==> src/rtl/one_to_four_demux_buf_pkg.sv <==
`default_nettype none
// ============================================================================
//  Module   : one_to_four_demux_buf_pkg
//  Purpose  : Shared constants, channel index enum and the SEL decode helper
//             for the 1-to-4 demux buffer and the matching 4-to-1 select mux.
//  Ports    : none (package)
//  Revision : 1.0  initial release
// ============================================================================
package one_to_four_demux_buf_pkg;

    // Number of consumer channels and the width of the select field.
    localparam int NUM_OUT = 4;
    localparam int SEL_W   = 2;

    // Channel index: value of SEL that addresses each consumer.
    typedef enum logic [SEL_W-1:0] {
        CH_A = 2'd0,
        CH_B = 2'd1,
        CH_C = 2'd2,
        CH_D = 2'd3
    } ch_idx_e;

    // Full binary-to-one-hot decode of SEL. Every 2-bit code maps to a
    // channel, so there is no illegal value to trap.
    function automatic logic [NUM_OUT-1:0] sel_decode(input logic [SEL_W-1:0] sel);
        logic [NUM_OUT-1:0] onehot;
        onehot      = '0;
        onehot[sel] = 1'b1;
        return onehot;
    endfunction

endpackage : one_to_four_demux_buf_pkg
`default_nettype wire

==> src/rtl/one_to_four_demux_buf_demux_slot.sv <==
`default_nettype none
// ============================================================================
//  Module   : demux_slot
//  Purpose  : One-entry holding register with valid/ready drain. Used once
//             per output channel of one_to_four_demux_buf.
//  Ports    : clk        rising-edge clock
//             rst        synchronous active-high reset
//             load       a beat is accepted into this slot this cycle
//             load_data  payload of the accepted beat
//             out_ready  consumer takes the held beat this cycle
//             valid      slot holds a beat
//             data       held payload (last value kept while !valid)
//  Revision : 1.0  initial release
// ============================================================================
module demux_slot #(
    parameter int WIDTH = 1
) (
    input  logic             clk,
    input  logic             rst,
    input  logic             load,
    input  logic [WIDTH-1:0] load_data,
    input  logic             out_ready,
    output logic             valid,
    output logic [WIDTH-1:0] data
);

    // The parent only raises load when the slot is empty or draining this
    // cycle, so a load never overwrites a beat the consumer has not taken.
    // Load takes priority over drain: a simultaneous drain and fill keeps
    // valid high and swaps in the new payload with no bubble.
    always_ff @(posedge clk) begin
        if (rst) begin
            valid <= 1'b0;
            data  <= '0;
        end else if (load) begin
            valid <= 1'b1;
            data  <= load_data;
        end else if (valid && out_ready) begin
            valid <= 1'b0;
        end
    end

endmodule : demux_slot
`default_nettype wire

==> src/rtl/one_to_four_demux_buf.sv <==
`default_nettype none
// ============================================================================
//  Module   : one_to_four_demux_buf
//  Purpose  : Registered 1-to-4 demultiplexer. One producer stream is steered
//             by SEL to one of four one-entry output slots, each with its own
//             valid/ready handshake, so a stalled consumer only blocks beats
//             addressed to it.
//  Ports    : clk, rst                 clock, synchronous active-high reset
//             IN_VALID/IN_READY        producer handshake
//             IN_DATA, SEL             beat payload and destination channel
//             A..D_VALID / A..D_READY  per-channel consumer handshake
//             A, B, C, D               per-channel payload
//             BUSY                     any slot holds a beat
//  Revision : 1.0  initial release
// ============================================================================
module one_to_four_demux_buf
    import one_to_four_demux_buf_pkg::*;
#(
    parameter int WIDTH = 1
) (
    input  logic             clk,
    input  logic             rst,

    input  logic             IN_VALID,
    output logic             IN_READY,
    input  logic [WIDTH-1:0] IN_DATA,
    input  logic [SEL_W-1:0] SEL,

    output logic             A_VALID,
    output logic             B_VALID,
    output logic             C_VALID,
    output logic             D_VALID,
    input  logic             A_READY,
    input  logic             B_READY,
    input  logic             C_READY,
    input  logic             D_READY,
    output logic [WIDTH-1:0] A,
    output logic [WIDTH-1:0] B,
    output logic [WIDTH-1:0] C,
    output logic [WIDTH-1:0] D,

    output logic             BUSY
);

    logic [NUM_OUT-1:0] slot_valid;
    logic [NUM_OUT-1:0] slot_ready;
    logic [NUM_OUT-1:0] sel_onehot;
    logic [NUM_OUT-1:0] slot_load;
    logic [WIDTH-1:0]   slot_data [NUM_OUT];
    logic               accept;

    assign slot_ready = {D_READY, C_READY, B_READY, A_READY};
    assign sel_onehot = sel_decode(SEL);

    // Ready looks only at the addressed slot: it can take a beat when empty
    // or when its consumer drains it this same cycle. The path from the
    // selected *_READY to IN_READY is deliberately combinational so a full
    // slot being drained can refill without a bubble. IN_VALID is not used
    // here, which keeps the producer free of a valid->ready loop.
    assign IN_READY = !rst && (!slot_valid[SEL] || slot_ready[SEL]);
    assign accept   = IN_VALID && IN_READY;
    assign slot_load = accept ? sel_onehot : '0;

    generate
        for (genvar k = 0; k < NUM_OUT; k++) begin : g_slot
            demux_slot #(
                .WIDTH     (WIDTH)
            ) u_slot (
                .clk       (clk),
                .rst       (rst),
                .load      (slot_load[k]),
                .load_data (IN_DATA),
                .out_ready (slot_ready[k]),
                .valid     (slot_valid[k]),
                .data      (slot_data[k])
            );
        end
    endgenerate

    assign A_VALID = slot_valid[CH_A];
    assign B_VALID = slot_valid[CH_B];
    assign C_VALID = slot_valid[CH_C];
    assign D_VALID = slot_valid[CH_D];

    assign A = slot_data[int'(CH_A)];
    assign B = slot_data[int'(CH_B)];
    assign C = slot_data[int'(CH_C)];
    assign D = slot_data[int'(CH_D)];

    // Pure OR of the slot flops: no input reaches BUSY combinationally.
    assign BUSY = |slot_valid;

`ifndef SYNTHESIS
    // An unknown destination while a beat is offered is a producer bug.
    a_sel_known : assert property (@(posedge clk) disable iff (rst)
        IN_VALID |-> !$isunknown(SEL));
`endif

endmodule : one_to_four_demux_buf
`default_nettype wire

==> config.mk <==
export PLATFORM = sky130hd
export DESIGN_NAME = one_to_four_demux_buf
export DESIGN_NICKNAME = d
export VERILOG_FILES = /design/src/rtl/one_to_four_demux_buf_pkg.sv /design/src/rtl/one_to_four_demux_buf_demux_slot.sv /design/src/rtl/one_to_four_demux_buf.sv
export SDC_FILE = /design/constraint.sdc
export NUM_CORES = 1
export LEC_CHECK = 0
export CORE_AREA = 2 2 39 41
export DETAILED_ROUTE_END_ITERATION = 8
export DIE_AREA = 0 0 41 43
export SLEW_MARGIN = 20
export SYNTH_ARGS = -nofsm -noshare
export SYNTH_HDL_FRONTEND = slang
export SYNTH_SLANG_ARGS = --single-unit
==> constraint.sdc <==
create_clock -name clk -period 1.6 [get_ports clk]
set_input_delay 0.32 -clock clk [delete_from_list [all_inputs] [get_ports clk]]
set_output_delay 0.32 -clock clk [all_outputs]
set_load 0.05 [all_outputs]
# Word level (Yosys, flattened, before mapping)
# Index checks and enable logic that the tools add are counted.
# totals
output_inout_bits	10
word_cells	40
reg_bits	8
inputBits	10
# classes
n_mux	15
order_cmp	2
reduce_logical	15
# op_table
operator	n
1-bit two-way mux	11
2-bit nonzero test	4
1-bit logical AND	7
1-bit binary-select mux with 2-bit select	2
4-bit two-way mux	1
4-bit OR reduction	1
2-bit by 3-bit less-than comparator with 1-bit output (second input constant)	1
1-bit demux with 2-bit select	1
2-bit by 1-bit >= comparator with 1-bit output (second input constant)	1
1-bit logical NOT	2
1-bit logical OR	1

# Logic depth before layout (Yosys ltp)
# Gate-level depths: netlist of run 1.
# logic_depth
ltp_word	8
ltp_mapped	4

# Hierarchy
# A second synthesis of run 1 with hierarchy kept.
# hier_totals
cells_unflattened	45
area_unflattened_um2	391.6
# modules_own_cells
module	area_per_inst_um2	cells_per_inst	instances
demux_slot	68.8	7	4
one_to_four_demux_buf	116.4	17	1

# Worst setup path after synthesis of run 1
# OpenSTA, ideal clock, no wires.
# synth_path
path_type	reg2out
start	register g_slot[1].u_slot.valid
end	output IN_READY
t_required_ns	1.280
arrival_time_ns	1.405
n_path_buf	0
stages_incl_launch_ff	4
path_slack_ns	-0.125
path_cell_list	dfxtp_1 > nand2b_1 > mux4_2 > nor2b_4
# synth_between
elab_chain_cells	5
# synth_rtl
item	line_no	source
start: declaration	one_to_four_demux_buf_demux_slot.sv:23	output logic valid,
start signal: assignment	one_to_four_demux_buf_demux_slot.sv:33	valid <= 1'b0;
start signal: assignment	one_to_four_demux_buf_demux_slot.sv:36	valid <= 1'b1;
start signal: assignment	one_to_four_demux_buf_demux_slot.sv:39	valid <= 1'b0;
1-bit binary-select mux with 2-bit select	one_to_four_demux_buf.sv:60	assign IN_READY = !rst && (!slot_valid[SEL] || slot_ready[SEL]);
1-bit two-way mux (not written as such)	one_to_four_demux_buf.sv:60	
1-bit logical NOT	one_to_four_demux_buf.sv:60	
1-bit logical OR	one_to_four_demux_buf.sv:60	
1-bit logical AND	one_to_four_demux_buf.sv:60	
end: declaration	one_to_four_demux_buf.sv:25	output logic IN_READY,
# Every way passes these cells. The select of a mux whose other input is x is not followed.

# Worst setup path in the final report of run 1
# layout_path
start	input B_READY
end	output IN_READY
# layout_between
elab_chain_cells	4
# layout_rtl
item	line_no	source
start: declaration	one_to_four_demux_buf.sv:34	input logic B_READY,
1-bit binary-select mux with 2-bit select	one_to_four_demux_buf.sv:60	
1-bit two-way mux (not written as such)	one_to_four_demux_buf.sv:60	
1-bit logical OR	one_to_four_demux_buf.sv:60	
1-bit logical AND	one_to_four_demux_buf.sv:60	
# Every way passes these cells. The select of a mux whose other input is x is not followed.

==> results_dict.tcl, run 1 <==
set metrics [dict create \
    outcome "finished, violations left" \
    violations "negative setup slack" \
    core_area_um2 1384 \
    dpl.hpwl_um 764.3 \
    die_h_um 43 \
    route.met3.wl_um 78 \
    port_buffers 19 \
    met1_length_um 430 \
    hold_viol 0 \
    synth_seq_cells 8 \
    yosysWarnings 0 \
    rows 14 \
    clkPwrFrac_pct 30.5 \
    reg2reg_depth 5 \
    cp-startpoint "B_READY" \
    io_pins 20 \
    skew_ns 0.003448 \
    grt_pass1_vias 355 \
    power_frac_seq_pct 42.4 \
    fmax_ghz 0.5756 \
    tns_ns -0.1726 \
    clk_pin_slew_worst_paths_ns 0.06 \
    worstSetupPathType "input pin to output port" \
    grt_pass1_wl_mm 1.483 \
    die_area_um2 1763 \
    hold_end "g_slot[1].u_slot.data$_SDFFE_PP0P_" \
    grt_setup_unrepaired "yes" \
    r2r_start "g_slot[1].u_slot.valid$_SDFFE_PP0P_" \
    post-route-util_pct 50.63 \
    seq_area_frac_synth_pct 40.51 \
    synth_top_area_share_pct 40.51 \
    cts_hold_buf 0 \
    cts_num_sinks 8 \
    synthFlopType "dfxtp_1" \
    min_path_type "register to register" \
    async_flop_share_pct 0 \
    cts_buffers 3 \
    min_period_over_period_pct 108.6 \
    synth_area_per_cell_um2 10.14 \
    syn-num-nets 49 \
    cts_root_buf "clkbuf_4" \
    p_int_uw 356.5 \
    cap_violations 0 \
    netlist_area_um2 395.4 \
    setup_violations 2 \
    arrival_ns 1.42 \
    crit_path_end_kind "output port" \
    worstSkewPairLatency_ns 0.25 \
    nets 80 \
    initial_core_util_pct 28.57 \
    hp-start "g_slot[1].u_slot.data$_SDFFE_PP0P_" \
    drt-total-wl_um 983 \
    yosysMostFrequentCell "dfxtp_1" \
    drcViolationCount 0 \
    grt_max_degree 9 \
    yosysTopAreaCell "dfxtp_1" \
    wl_met2_um 461 \
    diodes 0 \
    worstMarginPinSlew_ns 0.1875 \
    synth_cell_type_count 17 \
    top_layer_used "met4" \
    cp-start-kind "input pin" \
    switching_power_uw 144.4 \
    synth_edf_count 0 \
    vias_per_cell 4.619 \
    cp.required_ns 1.28 \
    relSlewSlack_pct 87.39 \
    die_width_um 41 \
    synth_common_cells "dfxtp_1 (8), nand2b_1 (7), a21oi_1 (4)" \
    path_max_fanout 2 \
    combPwrFrac_pct 27.1 \
    powerDensity_nw_per_um2 714.8 \
    area_delta_synth_final_pct 77.22 \
    drive_above_1_share_pct 47.06 \
    cts_buffer_depth 2 \
    finalWorstSetupSlack_ns -0.1375 \
    grt_util_all_layers_pct 13.38 \
    power_leakage_uw 0.0003208 \
    rrSetupSlack_ns 0.56 \
    vdd_drop_max_uv 279.2 \
    swShare_pct 28.82 \
    drt-pass1-iter-count 4 \
    gp_congestion 0.6620 \
    synthCells 39 \
    grt_overflow 0 \
    drt-initial-drc-count 4 \
    slew_viol_final 0 \
    htree_levels 1 \
    worstReg2RegEnd "g_slot[1].u_slot.data$_SDFFE_PP0P_" \
    antenna_found_initial 0 \
    cts_tree "done" \
    min_path_cells 2 \
    synthTopCellsByArea "dfxtp_1 (41%), nand2b_1 (11%), mux4_2 (5.7%)" \
    route.vias.total 388 \
    wl_per_cell_um 11.70 \
    min_period_ns 1.737 \
    ant_nets 0 \
]
worst max-delay path by stage:
stage               end  cells after the start
4_1_cts        IN_READY                      4
6_report       IN_READY                      5
3_3_place_gp   IN_READY                      5
5_1_grt        IN_READY                      4
2_1_floorplan      BUSY                      1
3_5_place_dp   IN_READY                      5
flip-flops by register name, indices dropped and copies added (netlist names):
signal,cells
g_slot.u_slot.valid,4
g_slot.u_slot.data,4
critical path: stages:
cell and delay [ns]:
dlygate4sd2_1 0.23, nand2b_4 0.13, mux4_2 0.45, nor2b_4 0.14, buf_6 0.15
power groups by stage:
stage                     combinational [uW]  clock (uW)  sequential, uW
after global placement                   128           0             217
final                                    136         153             212
after global routing                     143         173             213
after CTS                                137         164             212
after detailed placement                 128           0             217
after floorplan                         46.5           0             242
area by class of cell:
class / count / area, um^2
repair buffers: 27 / 232.7
well taps: 16 / 20.02
multi-input cells: 30 / 255.2
fillers: 131 / 683.2
clock buffers: 3 / 22.52
flip-flops and latches: 8 / 170.2
timing repair:
action,4_1_cts,5_1_grt
gates cloned,0,0
buffers inserted,1,0
resized for setup,18,0
setup endpoints to repair,2,2
metrics by stage:
step	std cells	setup slack, ns	instance area [um^2]	power (uW)	hold WS [ns]
after global routing	84	-0.1782	700.7	528.8	0.4894
after floorplan	39	0.008930	400.4	288.2	0.4784
final	84	-0.1375	700.7	500.8	0.4745
after detailed placement	80	-0.3859	633.1	345.3	0.4650
after global placement	80	-0.3858	633.1	344.8	0.4697
after CTS	84	-0.1440	700.7	513.3	0.4805
cell families (layout without fill, tap and decap cells):
kind of cell / Yosys count / after routing / share of synthesized area, %
AO/OA/AOI/OAI: 8 / 8 / 11.39
flip-flops: 8 / 8 / 40.51
AND/OR/NAND/NOR: 19 / 19 / 36.07
multiplexers: 3 / 3 / 10.76
buffers and inverters: 1 / 30 / 1.265
layer usage:
layer  track usage (%)  vias to the layer above
met5                 0                        -
met4             10.00                        0
met3             6.283                        2
met2             18.75                       11
met1             14.89                      174
li1                  -                      201
cells in the final DEF, fill, tap and decap left out, types with 2 or more instances in the layout:
master / count
buf_4: 16
nand2b_4: 4
a21oi_1: 4
nand2b_1: 4
dfxtp_1: 4
nor2b_1: 3
clkbuf_4: 3
clkdlybuf4s15_1: 3
dlygate4sd2_1: 3
clkdlybuf4s50_1: 3
nand3b_1: 2
o21ai_0: 2
o31ai_1: 2
mux2i_1: 2
dfxtp_4: 2
dfxtp_2: 2
Power figures use the tool's default switching activity.
==> run 2, diff against run 1 <==
--- a/config.mk
+++ b/config.mk
@@ -5,9 +5,13 @@
 export SDC_FILE = /design/constraint.sdc
 export NUM_CORES = 1
 export LEC_CHECK = 0
+export CELL_PAD_IN_SITES_DETAIL_PLACEMENT = 0
+export CELL_PAD_IN_SITES_GLOBAL_PLACEMENT = 1
 export CORE_AREA = 2 2 39 41
 export DETAILED_ROUTE_END_ITERATION = 8
 export DIE_AREA = 0 0 41 43
+export DONT_BUFFER_PORTS = 1
+export PLACE_DENSITY_LB_ADDON = 0.1
 export SLEW_MARGIN = 20
 export SYNTH_ARGS = -nofsm -noshare
 export SYNTH_HDL_FRONTEND = slang
==> run 2 against run 1 <==
Compared with the run above:
- the run still ends with negative setup slack left
- flip-flop and latch count unchanged
- critical path depth is 2 lower
- clock power is 4% higher
- cell count down 20%
- clock-buffer cell count did not move
- combinational power is 37% lower
- hold slack worse by 0.36 ns
- power fell by 7.1%
- highest routed layer unchanged
==> results_dict.tcl, run 2 (synthesis results as in run 1) <==
set metrics [dict create \
    outcome "finished, violations left" \
    violations "negative setup slack" \
    area_delta_synth_final_pct 33.86 \
    min_path_type "input pin to register" \
    slew_viol_final 0 \
    worstReg2RegEnd "g_slot[1].u_slot.data$_SDFFE_PP0P_" \
    arrival_ns 1.33 \
    relSlewSlack_pct 66.27 \
    grt_max_degree 11 \
    power_leakage_uw 0.0002239 \
    drt-pass1-iter-count 4 \
    drive_above_1_share_pct 41.18 \
    io_pins 20 \
    grt_util_all_layers_pct 12.70 \
    grt_overflow 0 \
    cap_violations 0 \
    powerDensity_nw_per_um2 879.6 \
    grt_setup_unrepaired "yes" \
    post-place-cells 60 \
    min_path_cells 1 \
    vias_per_cell 5.194 \
    htree_levels 1 \
    finalWorstSetupSlack_ns -0.04504 \
    worstSkewPairLatency_ns 0.26 \
    cts_buffer_depth 2 \
    cp_top_family "multiplexers" \
    fill_cells 159 \
    crit_path_end_kind "output port" \
    core_area_um2 1384 \
    clk_pin_slew_worst_paths_ns 0.06 \
    route.vias.total 348 \
    drt-initial-drc-count 3 \
    diodes 0 \
    skew_ns 0.00005965 \
    drcViolationCount 0 \
    cp-start-kind "register" \
    grt_pass1_vias 295 \
    gp_congestion 0.6308 \
    final_area_um2 529.3 \
    vdd_drop_max_uv 660.9 \
    die_width_um 41 \
    cts_tree "done" \
    wl_per_cell_um 14.09 \
    nets 63 \
    min_period_over_period_pct 102.8 \
    grt_pass1_wl_mm 1.414 \
    worstMarginPinSlew_ns 0.5052 \
    die_area_um2 1763 \
    port_buffers 0 \
    cts_root_buf "clkbuf_4" \
    antenna_found_initial 0 \
    cp-startpoint "g_slot[1].u_slot.valid$_SDFFE_PP0P_" \
    reg2reg_depth 5 \
    setup_violations 1 \
    initial_core_util_pct 28.57 \
    final_common_cell "buf_4" \
    ant_nets 0 \
    rrSetupSlack_ns 0.52 \
    tns_ns -0.04504 \
    worstSetupPathType "register to output port" \
    top_regs "g_slot.u_slot.data: 4 flops, g_slot.u_slot.valid: 4 flops" \
    cts_hold_buf 0 \
    cp_num_buf_inv 0 \
    cp.required_ns 1.28 \
    max_stage_delay_ns 0.46 \
    critPathSlowestCell "mux4_2" \
    fin_hold_ws_ns 0.1136 \
    final_cell_mix "buf_4 (8), nand2b_1 (7), a21oi_1 (4), dfxtp_1 (4)" \
    cts_buffers 3 \
    rows 14 \
    drt-total-wl_um 944 \
    cts_num_sinks 8 \
    dpl.hpwl_um 727.2 \
    placed_cell_area_um2 460.4 \
    min_period_ns 1.645 \
    hp-start "rst" \
    hold_end "g_slot[1].u_slot.valid$_SDFFE_PP0P_" \
    die_h_um 43 \
    fmax_ghz 0.6079 \
    fin_cells 67 \
    post-route-util_pct 38.25 \
    r2r_start "g_slot[1].u_slot.valid$_SDFFE_PP0P_" \
    path_max_fanout 3 \
    path_cells "nand2b_1 -> mux4_2 -> nor2b_4" \
    hold_viol 0 \
]
==> run 2: cell count changes in the layout (fill, tap and decap cells not counted), sizes merged <==
cell,delta
buf,-8
clkdlybuf4s15,-3
clkdlybuf4s50,-3
dlygate4sd2,-3
==> run 2: timing repair <==
item / CTS / global route
setup endpoints to repair: 2 / 2
resized for setup: 3 / 2
setup buffers: 2 / 2
pin swaps: 0 / 0
==> run 2: cell type report <==
class | instances | area (um^2) | share of cell area [%]
well taps | 16 | 20.02 | 3.783
multi-input cells | 30 | 232.7 | 43.97
flip-flops and latches | 8 | 167.7 | 31.68
repair buffers | 10 | 86.33 | 16.31
clock buffers | 3 | 22.52 | 4.255
==> run 2: report_power, final <==
| part | internal [uW] | total [uW] | switching, uW |
|---|---|---|---|
| Combinational | 37.7 | 85.9 | 48.2 |
| Sequential | 206 | 221 | 14.5 |
| Clock | 86.1 | 159 | 72.7 |
==> run 2: how the worst max path moves through the flow <==
| stage | endpoint | slack (ns) | depth (start not counted) |
|---|---|---|---|
| after floorplan | BUSY | 0.009 | 1 |
| after global placement | BUSY | 0.12 | 2 |
| after detailed placement | BUSY | 0.12 | 2 |
| after CTS | IN_READY | -0.06 | 3 |
| after global routing | IN_READY | -0.08 | 3 |
| final | IN_READY | -0.05 | 3 |
==> run 2: layer usage <==
metal | track usage (%) | up-vias | wire (um)
li1 | - | 164 | -
met1 | 15.31 | 165 | 366
met2 | 17.81 | 17 | 475
met3 | 5.236 | 2 | 84
met4 | 8.000 | 0 | 18
met5 | 0 | - | 0
==> run 2: per-stage QoR <==
stage | power, uW | setup slack [ns]
floorplan | 288.2 | 0.008930
global placement | 300.8 | 0.1222
detailed placement | 301.5 | 0.1189
CTS | 474.5 | -0.05942
global route | 486.1 | -0.07807
finish | 465.5 | -0.04504
==> run 3, diff against run 2 <==
--- a/config.mk
+++ b/config.mk
@@ -11,6 +11,8 @@
 export DETAILED_ROUTE_END_ITERATION = 8
 export DIE_AREA = 0 0 41 43
 export DONT_BUFFER_PORTS = 1
+export GPL_TIMING_DRIVEN = 0
+export MAX_ROUTING_LAYER = met4
 export PLACE_DENSITY_LB_ADDON = 0.1
 export SLEW_MARGIN = 20
 export SYNTH_ARGS = -nofsm -noshare
==> run 3 against run 2 <==
Compared with the run above:
- the run still ends with negative setup slack left
- setup slack got worse by 0.10 ns
- via count fell by 11%
- die area unchanged
- clock power fell by 6%
- hold slack improved by 0.12 ns
- critical path type unchanged
- critical endpoint unchanged
==> results_dict.tcl, run 3 (synthesis results as in run 1) <==
set metrics [dict create \
    cap_violations 0 \
    area_delta_synth_final_pct 24.68 \
    fin_hold_ws_ns 0.2331 \
    post-route-util_pct 35.62 \
    worstSetupPathType "register to output port" \
    clk_pin_slew_worst_paths_ns 0.05 \
    min_path_type "input pin to register" \
    die_width_um 41 \
    placed_cell_area_um2 420.4 \
    reg2reg_depth 3 \
    worstReg2RegEnd "g_slot[2].u_slot.data$_SDFFE_PP0P_" \
    top_regs "g_slot.u_slot.data: 4 flops, g_slot.u_slot.valid: 4 flops" \
    core_area_um2 1384 \
    cts_root_buf "clkbuf_4" \
    slew_viol_final 0 \
    worstSkewPairLatency_ns 0.24 \
    htree_levels 1 \
    hold_viol 0 \
    vdd_drop_max_uv 339.7 \
    vias_per_cell 5.150 \
    initial_core_util_pct 28.57 \
    seqCellArea_um2 175.2 \
    arrival_ns 1.42 \
    path_cells "nand2b_4 -> mux4_2 -> nor2b_4" \
    skew_ns 0.00007983 \
    drcViolationCount 0 \
    drt-total-wl_um 874 \
    post-place-cells 55 \
    setup_violations 2 \
    grt_pass1_wl_mm 1.352 \
    cp.required_ns 1.28 \
    p_int_uw 315.0 \
    diodes 0 \
    route.vias.total 309 \
    worstMarginPinSlew_ns 0.5100 \
    port_buffers 0 \
    hold_end "g_slot[3].u_slot.valid$_SDFFE_PP0P_" \
    min_period_over_period_pct 109.1 \
    final_cell_mix "nand2b_4 (4), a21oi_1 (4), nand2b_1 (4), dfxtp_1 (4), dfxtp_4 (4)" \
    antenna_found_initial 0 \
    crit_path_end_kind "output port" \
    drt-pass1-iter-count 4 \
    die_area_um2 1763 \
    grt_pass1_vias 329 \
    combPwrFrac_pct 13.1 \
    path_max_fanout 3 \
    wl_per_cell_um 14.57 \
    cp-start-kind "register" \
    r2r_start "g_slot[2].u_slot.data$_SDFFE_PP0P_" \
    drt-initial-drc-count 5 \
    fill_cells 148 \
    grt_overflow 0 \
    nets 56 \
    cts_tree "done" \
    outcome "finished, violations left" \
    powerDensity_nw_per_um2 900.5 \
    multiInputGateArea_um2 255.2 \
    finalWorstSetupSlack_ns -0.1448 \
    power_frac_seq_pct 53.2 \
    drive_above_1_share_pct 38.64 \
    cts_buffer_depth 2 \
    final_area_um2 493.0 \
    clkPwrFrac_pct 33.7 \
    cts_num_sinks 8 \
    min_path_cells 2 \
    fin_cells 60 \
    grt_setup_unrepaired "yes" \
    max_stage_delay_ns 0.46 \
    violations "negative setup slack" \
    hp-start "SEL[0]" \
    power_uw 443.9 \
    relSlewSlack_pct 65.96 \
    fmax_ghz 0.5731 \
    swShare_pct 29.05 \
    min_period_ns 1.745 \
    gp_congestion 0.5896 \
    io_pins 20 \
    grt_max_degree 11 \
    die_h_um 43 \
    rrSetupSlack_ns 0.56 \
    ant_nets 0 \
    power_leakage_uw 0.0002007 \
    switching_power_uw 129.0 \
    critPathSlowestCell "dfxtp_4" \
    cts_buffers 3 \
    rows 14 \
    grt_util_all_layers_pct 12.38 \
]
[run 3: cell count changes in the layout (fill, tap and decap cells not counted), sizes merged]
cell  before  now
buf       10    3
[run 3: metrics by stage]
stage | TNS (ns) | setup slack [ns]
2_1_floorplan | 0 | 0.008930
3_3_place_gp | -0.03131 | -0.02529
3_5_place_dp | -0.01114 | -0.005862
4_1_cts | -0.2168 | -0.1654
5_1_grt | -0.2486 | -0.1871
6_report | -0.1814 | -0.1448
[run 3: timing repair]
action	in CTS	in global routing
resized for setup	8	0
setup buffers	1	1
pin swaps	1	0
endpoints found under the setup margin	2	2
hold buffers	0	0
[run 3: per-layer routing]
metal / part of all wire, % / vias up / global-route usage [%] / wire [um]
met4: 0.46 / 0 / 10.00 / 4
li1: - / 150 / - / -
met1: 39 / 146 / 13.64 / 345
met3: 10 / 2 / 4.712 / 87
met5: 0 / - / - / 0
met2: 50 / 11 / 16.88 / 438
[run 3: worst max-delay path, delay by kind of cell, from the launching register on]
kind / cells / cell delay [ns]
flops: 1 / 0.46
mux: 1 / 0.45
simple gates: 2 / 0.26
[run 3: worst max path at each step]
stage                           to                                 from
after floorplan               BUSY  g_slot[0].u_slot.valid$_SDFFE_PP0P_
after global placement    IN_READY  g_slot[1].u_slot.valid$_SDFFE_PP0P_
after detailed placement  IN_READY  g_slot[1].u_slot.valid$_SDFFE_PP0P_
after CTS                 IN_READY  g_slot[1].u_slot.valid$_SDFFE_PP0P_
after global routing      IN_READY  g_slot[1].u_slot.valid$_SDFFE_PP0P_
final                     IN_READY  g_slot[1].u_slot.valid$_SDFFE_PP0P_
[run 3: area by class of cell]
type / instances / share of cell area [%]
Multi-Input combinational cell: 30 / 51.78
Tap cell: 16 / 4.061
Timing Repair Buffer: 2 / 3.046
Clock buffer: 3 / 4.569
Buffer: 1 / 1.015
Sequential cell: 8 / 35.53
[run 3: power groups by stage]
stage	registers (uW)	clock network, uW	logic [uW]
after floorplan	242	0	46.5
after detailed placement	244	0	51.8
after CTS	237	160	57.9
final	236	150	58.0
after global placement	244	0	51.1
after global routing	237	174	61.7
